<file path="src/rtl/loop_seq_pkg.sv">
// Shared types for the loop sequencer: FSM states and the two descriptor mode bits.
package loop_seq_pkg;

  typedef enum logic [1:0] {
    IDLE = 2'd0,
    RUN  = 2'd1,
    DONE = 2'd2
  } loop_state_t;

  typedef enum logic {
    ADD = 1'b0,
    MUL = 1'b1
  } step_mode_t;

  typedef enum logic {
    EXCL = 1'b0,
    INCL = 1'b1
  } bound_mode_t;

endpackage

</file>
<file path="src/rtl/loop_seq_next.sv">
// Combinational next-index unit: computes the following index, detects overflow
// and degenerate steps, and decides whether the current index is the final one.
module loop_seq_next
  import loop_seq_pkg::*;
#(
  parameter int WIDTH = 32
) (
  input  logic [WIDTH-1:0] cur,
  input  logic [WIDTH-1:0] step,
  input  logic [WIDTH-1:0] limit,
  input  logic             mul,
  input  logic             incl,
  output logic [WIDTH-1:0] nxt,
  output logic             overflow,
  output logic             degen,
  output logic             last
);

  logic [WIDTH:0]     sum;
  logic [2*WIDTH-1:0] prod;
  logic               in_bound;

  // Both results are computed wide so the bits above WIDTH flag overflow.
  assign sum  = {1'b0, cur} + {1'b0, step};
  assign prod = {{WIDTH{1'b0}}, cur} * {{WIDTH{1'b0}}, step};

  always_comb begin
    nxt      = sum[WIDTH-1:0];
    overflow = sum[WIDTH];
    if (step_mode_t'(mul) == MUL) begin
      nxt      = prod[WIDTH-1:0];
      overflow = |prod[2*WIDTH-1:WIDTH];
    end
  end

  assign degen    = (nxt == cur);
  assign in_bound = (bound_mode_t'(incl) == INCL) ? (nxt <= limit) : (nxt < limit);
  assign last     = !in_bound || overflow || degen;

endmodule

</file>
<file path="src/rtl/loop_sequencer.sv">
// Sequential for-loop: accepts one descriptor, streams indices over valid/ready,
// and stops on bound, overflow, degenerate step or a consumer break.
module loop_sequencer
  import loop_seq_pkg::*;
#(
  parameter int WIDTH = 32
) (
  input  logic             clk,
  input  logic             rst,
  input  logic             cfg_valid,
  output logic             cfg_ready,
  input  logic [WIDTH-1:0] cfg_start,
  input  logic [WIDTH-1:0] cfg_limit,
  input  logic [WIDTH-1:0] cfg_step,
  input  logic             cfg_mul,
  input  logic             cfg_incl,
  output logic             idx_valid,
  input  logic             idx_ready,
  output logic [WIDTH-1:0] idx,
  output logic             idx_last,
  input  logic             brk,
  output logic             done,
  output logic             brk_seen,
  output logic             err_degen,
  output logic [1:0]       fsm_state
);

  // Handshakes: a transfer happens on a rising edge where valid && ready;
  // idx_valid is never withdrawn and idx/idx_last hold until it is taken.

  loop_state_t      state, state_nxt;
  logic [WIDTH-1:0] cur, step_q, limit_q;
  logic             mul_q, incl_q;
  logic [WIDTH-1:0] nxt;
  logic             overflow, degen, last;
  logic             start_ok, hs;

  loop_seq_next #(.WIDTH(WIDTH)) u_next (
    .cur      (cur),
    .step     (step_q),
    .limit    (limit_q),
    .mul      (mul_q),
    .incl     (incl_q),
    .nxt      (nxt),
    .overflow (overflow),
    .degen    (degen),
    .last     (last)
  );

  assign start_ok = cfg_incl ? (cfg_start <= cfg_limit) : (cfg_start < cfg_limit);
  assign hs       = (state == RUN) && idx_ready;

  always_comb begin
    state_nxt = state;
    case (state)
      IDLE:    if (cfg_valid) state_nxt = start_ok ? RUN : DONE;
      RUN:     if (hs && (brk || last)) state_nxt = DONE;
      DONE:    state_nxt = IDLE;
      default: state_nxt = IDLE;
    endcase
  end

  always_ff @(posedge clk or negedge rst) begin
    if (!rst) state <= IDLE;
    else      state <= state_nxt;
  end

  always_ff @(posedge clk or negedge rst) begin
    if (!rst) begin
      cur       <= '0;
      step_q    <= '0;
      limit_q   <= '0;
      mul_q     <= 1'b0;
      incl_q    <= 1'b0;
      brk_seen  <= 1'b0;
      err_degen <= 1'b0;
    end else if (state == IDLE && cfg_valid) begin
      cur       <= cfg_start;
      step_q    <= cfg_step;
      limit_q   <= cfg_limit;
      mul_q     <= cfg_mul;
      incl_q    <= cfg_incl;
      brk_seen  <= 1'b0;
      err_degen <= 1'b0;
    end else if (hs) begin
      // A break wins over a natural end, so err_degen stays clear on a break.
      if (brk)       brk_seen  <= 1'b1;
      else if (last) err_degen <= overflow || degen;
      else           cur       <= nxt;
    end
  end

  assign cfg_ready = (state == IDLE);
  assign idx_valid = (state == RUN);
  assign idx       = cur;
  assign idx_last  = (state == RUN) && last;
  assign done      = (state == DONE);
  assign fsm_state = state;

endmodule

</file>
<file path="config.mk">
export PLATFORM = sky130hd
export DESIGN_NAME = loop_sequencer
export DESIGN_NICKNAME = d
export VERILOG_FILES = /design/src/rtl/loop_seq_pkg.sv /design/src/rtl/loop_seq_next.sv /design/src/rtl/loop_sequencer.sv
export SDC_FILE = /design/constraint.sdc
export NUM_CORES = 2
export LEC_CHECK = 0
export CORE_ASPECT_RATIO = 0.5
export CORE_MARGIN = 3
export CORE_UTILIZATION = 34
export CTS_CLUSTER_SIZE = 30
export DETAILED_ROUTE_END_ITERATION = 10
export PLACE_DENSITY_LB_ADDON = 0.2
export SETUP_SLACK_MARGIN = 0.2
export SLEW_MARGIN = 10
export SYNTH_ARGS = -nofsm -noshare
export SYNTH_HDL_FRONTEND = slang
export SYNTH_SLANG_ARGS = --single-unit
</file>
<file path="constraint.sdc">
create_clock -name clk -period 21 [get_ports clk]
set_input_delay 6.3 -clock clk [delete_from_list [all_inputs] [get_ports clk]]
set_output_delay 6.3 -clock clk [all_outputs]
set_load 0.05 [all_outputs]
</file>
==> run summary <==
After synthesis, the largest area contributor takes up 41.55% of total cell area. For this run, the leading register cell type out of synthesis is sky130_fd_sc_hd__dfrtp_1. The tools report the startpoint of the lowest-slack hold path as step_q[31]. The tools report the synthesis warning total as 0.

The clock latency at the later pin of the worst-skew pair was 420 ps. By instance count, the cell type seen most on the critical path is sky130_fd_sc_hd__fa_1. The count of cells along the worst hold path works out to 2. Compared with the post-synthesis result, the final layout area differs by 7.542%. The launch point of the worst reg-to-reg path is idx[15]. Dividing the detail-routed via count by the number of cells gives 5.292. The required arrival time at the worst endpoint came out at 14700 ps. After clock tree synthesis, the setup repair step added 0 buffers. Max-cap violations in this run came to 0.

The flow ran to the end, and the final reports show no timing, DRC or antenna violations. Averaged over all synthesized cells, the footprint is 8.697 um^2. The floorplan has 91 rows. Total I/O pin count: 143.

The number of buffers and inverters on the critical path is 6. CTS built an H-tree with a depth of 3. Setup repair after global routing left no endpoint under its margin.

Grouping stages by cell kind, the critical path spends the most delay in adder cells. The share of post-route cells with drive strength above 1 is 2.688%. Port buffering added 142 buffers. The tightest min-delay check is of the reg2reg type.

The global-route wire length before repair is 245.1 mm, and the remaining number of nets flagged by the antenna check after routing is 0. The share of the cycle needed by the critical path after routing is 85.15%. Starting density of the core: 34.66%.

After synthesis, the largest family of logic cells by area is adder cells. In the final design database the tool counted 6265 nets. The worst setup path is launched from a flop. The worst slew margin relative to its limit is 20.40%, and the minimum clock period after layout is 17880 ps. For the deepest clock path buffer count, the log shows 2.

For the remaining design rule violation count, the log shows 0. The worst setup path is captured at an output port. The actual transition at the worst max-transition pin is 1194 ps. Buffers inserted to repair hold after CTS numbered 0.

Worst-path cell with the longest stage delay: sky130_fd_sc_hd__dfrtp_1. The tools report the area of the core as 124700 um^2. The via count of the first global-routing pass was 37170.

Clock skew on the completed layout was measured at 21.32 ps. The tree built by TritonCTS fans out to 102 sinks. For the worst flop-to-flop path, the logic depth is 38.

From left edge to right edge, the die measures 510.2 um. In the final routed layout, each cell accounts on average for 24.50 um. For the gate count after technology mapping, the log shows 4969. After clock tree synthesis, the clock-pin slew on the worst setup and hold paths is 110 ps. For the final routed database, the setup TNS stands at 0 ps.

By area the synthesized netlist is led by sky130_fd_sc_hd__fa_1, sky130_fd_sc_hd__and2_1, sky130_fd_sc_hd__ha_1. The floorplan step defined a die boundary enclosing 131700 um^2. The tools report the number of max-slew violations in the final report as 0.

The area fraction in and, or, nand and nor cells after synthesis came out at 20.74%. The worst setup path is of the reg2out kind. The DRC violation total after the first TritonRoute iteration is 3115. Synthesis instantiated 87 different standard cells from the library. Entering global routing, the biggest net connects 91 pins. Final weighted congestion in routability-driven placement: 0.9654. Setup slack closes at 3118 ps.

The run gives 9 as the TritonCTS buffer count. For the register-to-register setup slack, the log shows 9110 ps. Counting flops and latches in the post-synthesis netlist gives 102.

Of all flip-flops after synthesis, the portion carrying an async set or reset was 100.0%. Based on the critical path, the design can be clocked at up to 0.05592 GHz. TritonCTS built the clock tree. The worst register-to-register path ends at idx[21]. In this run the cell area of the synthesized design comes to 43210 um^2. Most frequent cell after synthesis: sky130_fd_sc_hd__inv_1. On the worst path, the slowest cell contributes a delay of 1050 ps. The detailed placement HPWL came out at 125.5 mm. For the number of nets in the synthesized netlist, the log shows 6328.

The final layout contains routed wiring with a total length of 161.4 mm. Summing over every cut layer, the via total after detailed routing is 34860. Summing the sequential cell areas from Yosys gives 5.907% of the chip area. Measured against the total synthesized area, the mux share comes to 0.5327%. At the worst endpoint, the arrival time is 11580 ps. The count of endpoints failing hold in the final timing report was 0; the post-cts repair resize count was 0. The area fraction in compound gates after synthesis is 8.452%. Global routing finished with a remaining overflow of 0. Setup violations remaining at the end of the flow were counted as 0. The height of the die is 258.1 um, and the worst slack after detailed placement is 3819 ps.

Counting instances in the post-synthesis netlist gives the leading cell types as sky130_fd_sc_hd__inv_1, sky130_fd_sc_hd__fa_1, sky130_fd_sc_hd__and2_1. sky130_fd_sc_hd__fa_1 takes more of the synthesized area than any other cell. The combined global-route utilization of all metal layers was 24.92%. The largest fanout on the critical path was 21; the number of enable flip-flop cells after synthesis was 0. The worst hold path terminates at step_q[31]. The parity-gate share of the synthesized area counting xor and xnor cells is 1.604%. The cell at the root of the clock tree was sky130_fd_sc_hd__clkbuf_16. Initial antenna violation count: 6. Of the total synthesized cell area, the portion taken by full adders, half adders and majority gates is 51.95%.

The tools report the number of search-and-repair iterations in the first detailed-routing pass as 5.
==> metal layers <==
metal,global-route usage (%),part of all wire (%)
met5,0,0.0050
met4,4.375,1.8
met3,4.438,8.2
met1,38.45,48
met2,36.42,42
==> metrics by stage <==
| step | util (%) | hold WS [ps] | instance area (um^2) | cells |
|---|---|---|---|---|
| floorplan | - | 445.3 | 43210 | 4969 |
| global placement | 37.01 | 461.0 | 46140 | 6568 |
| detailed placement | 37.01 | 463.4 | 46150 | 6569 |
| CTS | 37.27 | 485.7 | 46460 | 6585 |
| global route | 37.27 | 515.4 | 46470 | 6586 |
| finish | 37.28 | 481.0 | 46470 | 6588 |
==> sequential cells by signal, indices dropped and copies added, names as in the netlist <==
name / cells
step_q: 32
brk_seen: 1
err_degen: 1
mul_q: 1
idx: 32
limit_q: 32
fsm_state: 2
incl_q: 1
==> worst max path at each step <==
stage                        from  endpoint  slack [ps]  cells after the start
final                     idx[15]  idx_last        3120                     28
after global routing      idx[15]  idx_last        2680                     28
after CTS                 idx[15]  idx_last        3290                     28
after detailed placement  idx[17]  idx_last        3820                     27
after global placement    idx[17]  idx_last        3740                     27
after floorplan           idx[12]  idx_last        5740                     37
==> worst reg2reg max path, delay by kind of cell (launching register included) <==
family                   cells  cell delay, ps
multiplexers                 1             300
flip-flops                   1            1050
adder cells (fa/ha/maj)     10            4610
XOR/XNOR                     1             350
AO/OA/AOI/OAI               12            3210
buffers and inverters        7             900
AND/OR/NAND/NOR              7            1290
==> kinds of logic after synthesis <==
group | count (synthesis)
flip-flops | 102
buffers and inverters | 1231
XOR/XNOR | 76
AND/OR/NAND/NOR | 1708
AO/OA/AOI/OAI | 574
adder cells (fa/ha/maj) | 1256
multiplexers | 22
==> final cells by class <==
class | count | area, um^2
Fill cell | 12800 | 78200
Multi-Input combinational cell | 3636 | 36010
Inverter | 945 | 3547
Sequential cell | 102 | 2561
Tap cell | 1674 | 2095
Timing Repair Buffer | 212 | 1942
Clock buffer | 9 | 225.2
Clock inverter | 7 | 90.09
Antenna cell | 3 | 7.507
==> layout by cell type (no fill, tap or decap), types with 27 or more instances in the layout <==
| master | n |
|---|---|
| sky130_fd_sc_hd__a21o_1 | 29 |
| sky130_fd_sc_hd__a21oi_1 | 165 |
| sky130_fd_sc_hd__and2_1 | 745 |
| sky130_fd_sc_hd__buf_4 | 70 |
| sky130_fd_sc_hd__clkdlybuf4s50_1 | 141 |
| sky130_fd_sc_hd__dfrtp_1 | 95 |
| sky130_fd_sc_hd__fa_1 | 897 |
| sky130_fd_sc_hd__ha_1 | 359 |
| sky130_fd_sc_hd__inv_1 | 945 |
| sky130_fd_sc_hd__nand2_1 | 564 |
| sky130_fd_sc_hd__nand3_1 | 40 |
| sky130_fd_sc_hd__nand4_1 | 62 |
| sky130_fd_sc_hd__nor2_1 | 117 |
| sky130_fd_sc_hd__nor2b_1 | 36 |
| sky130_fd_sc_hd__nor3_1 | 41 |
| sky130_fd_sc_hd__o21a_1 | 27 |
| sky130_fd_sc_hd__o21ai_0 | 148 |
| sky130_fd_sc_hd__xnor2_1 | 45 |
| sky130_fd_sc_hd__xor2_1 | 29 |
Power is not shown: default switching activity piles up to over one toggle a cycle in this logic, so the estimate is an artifact.
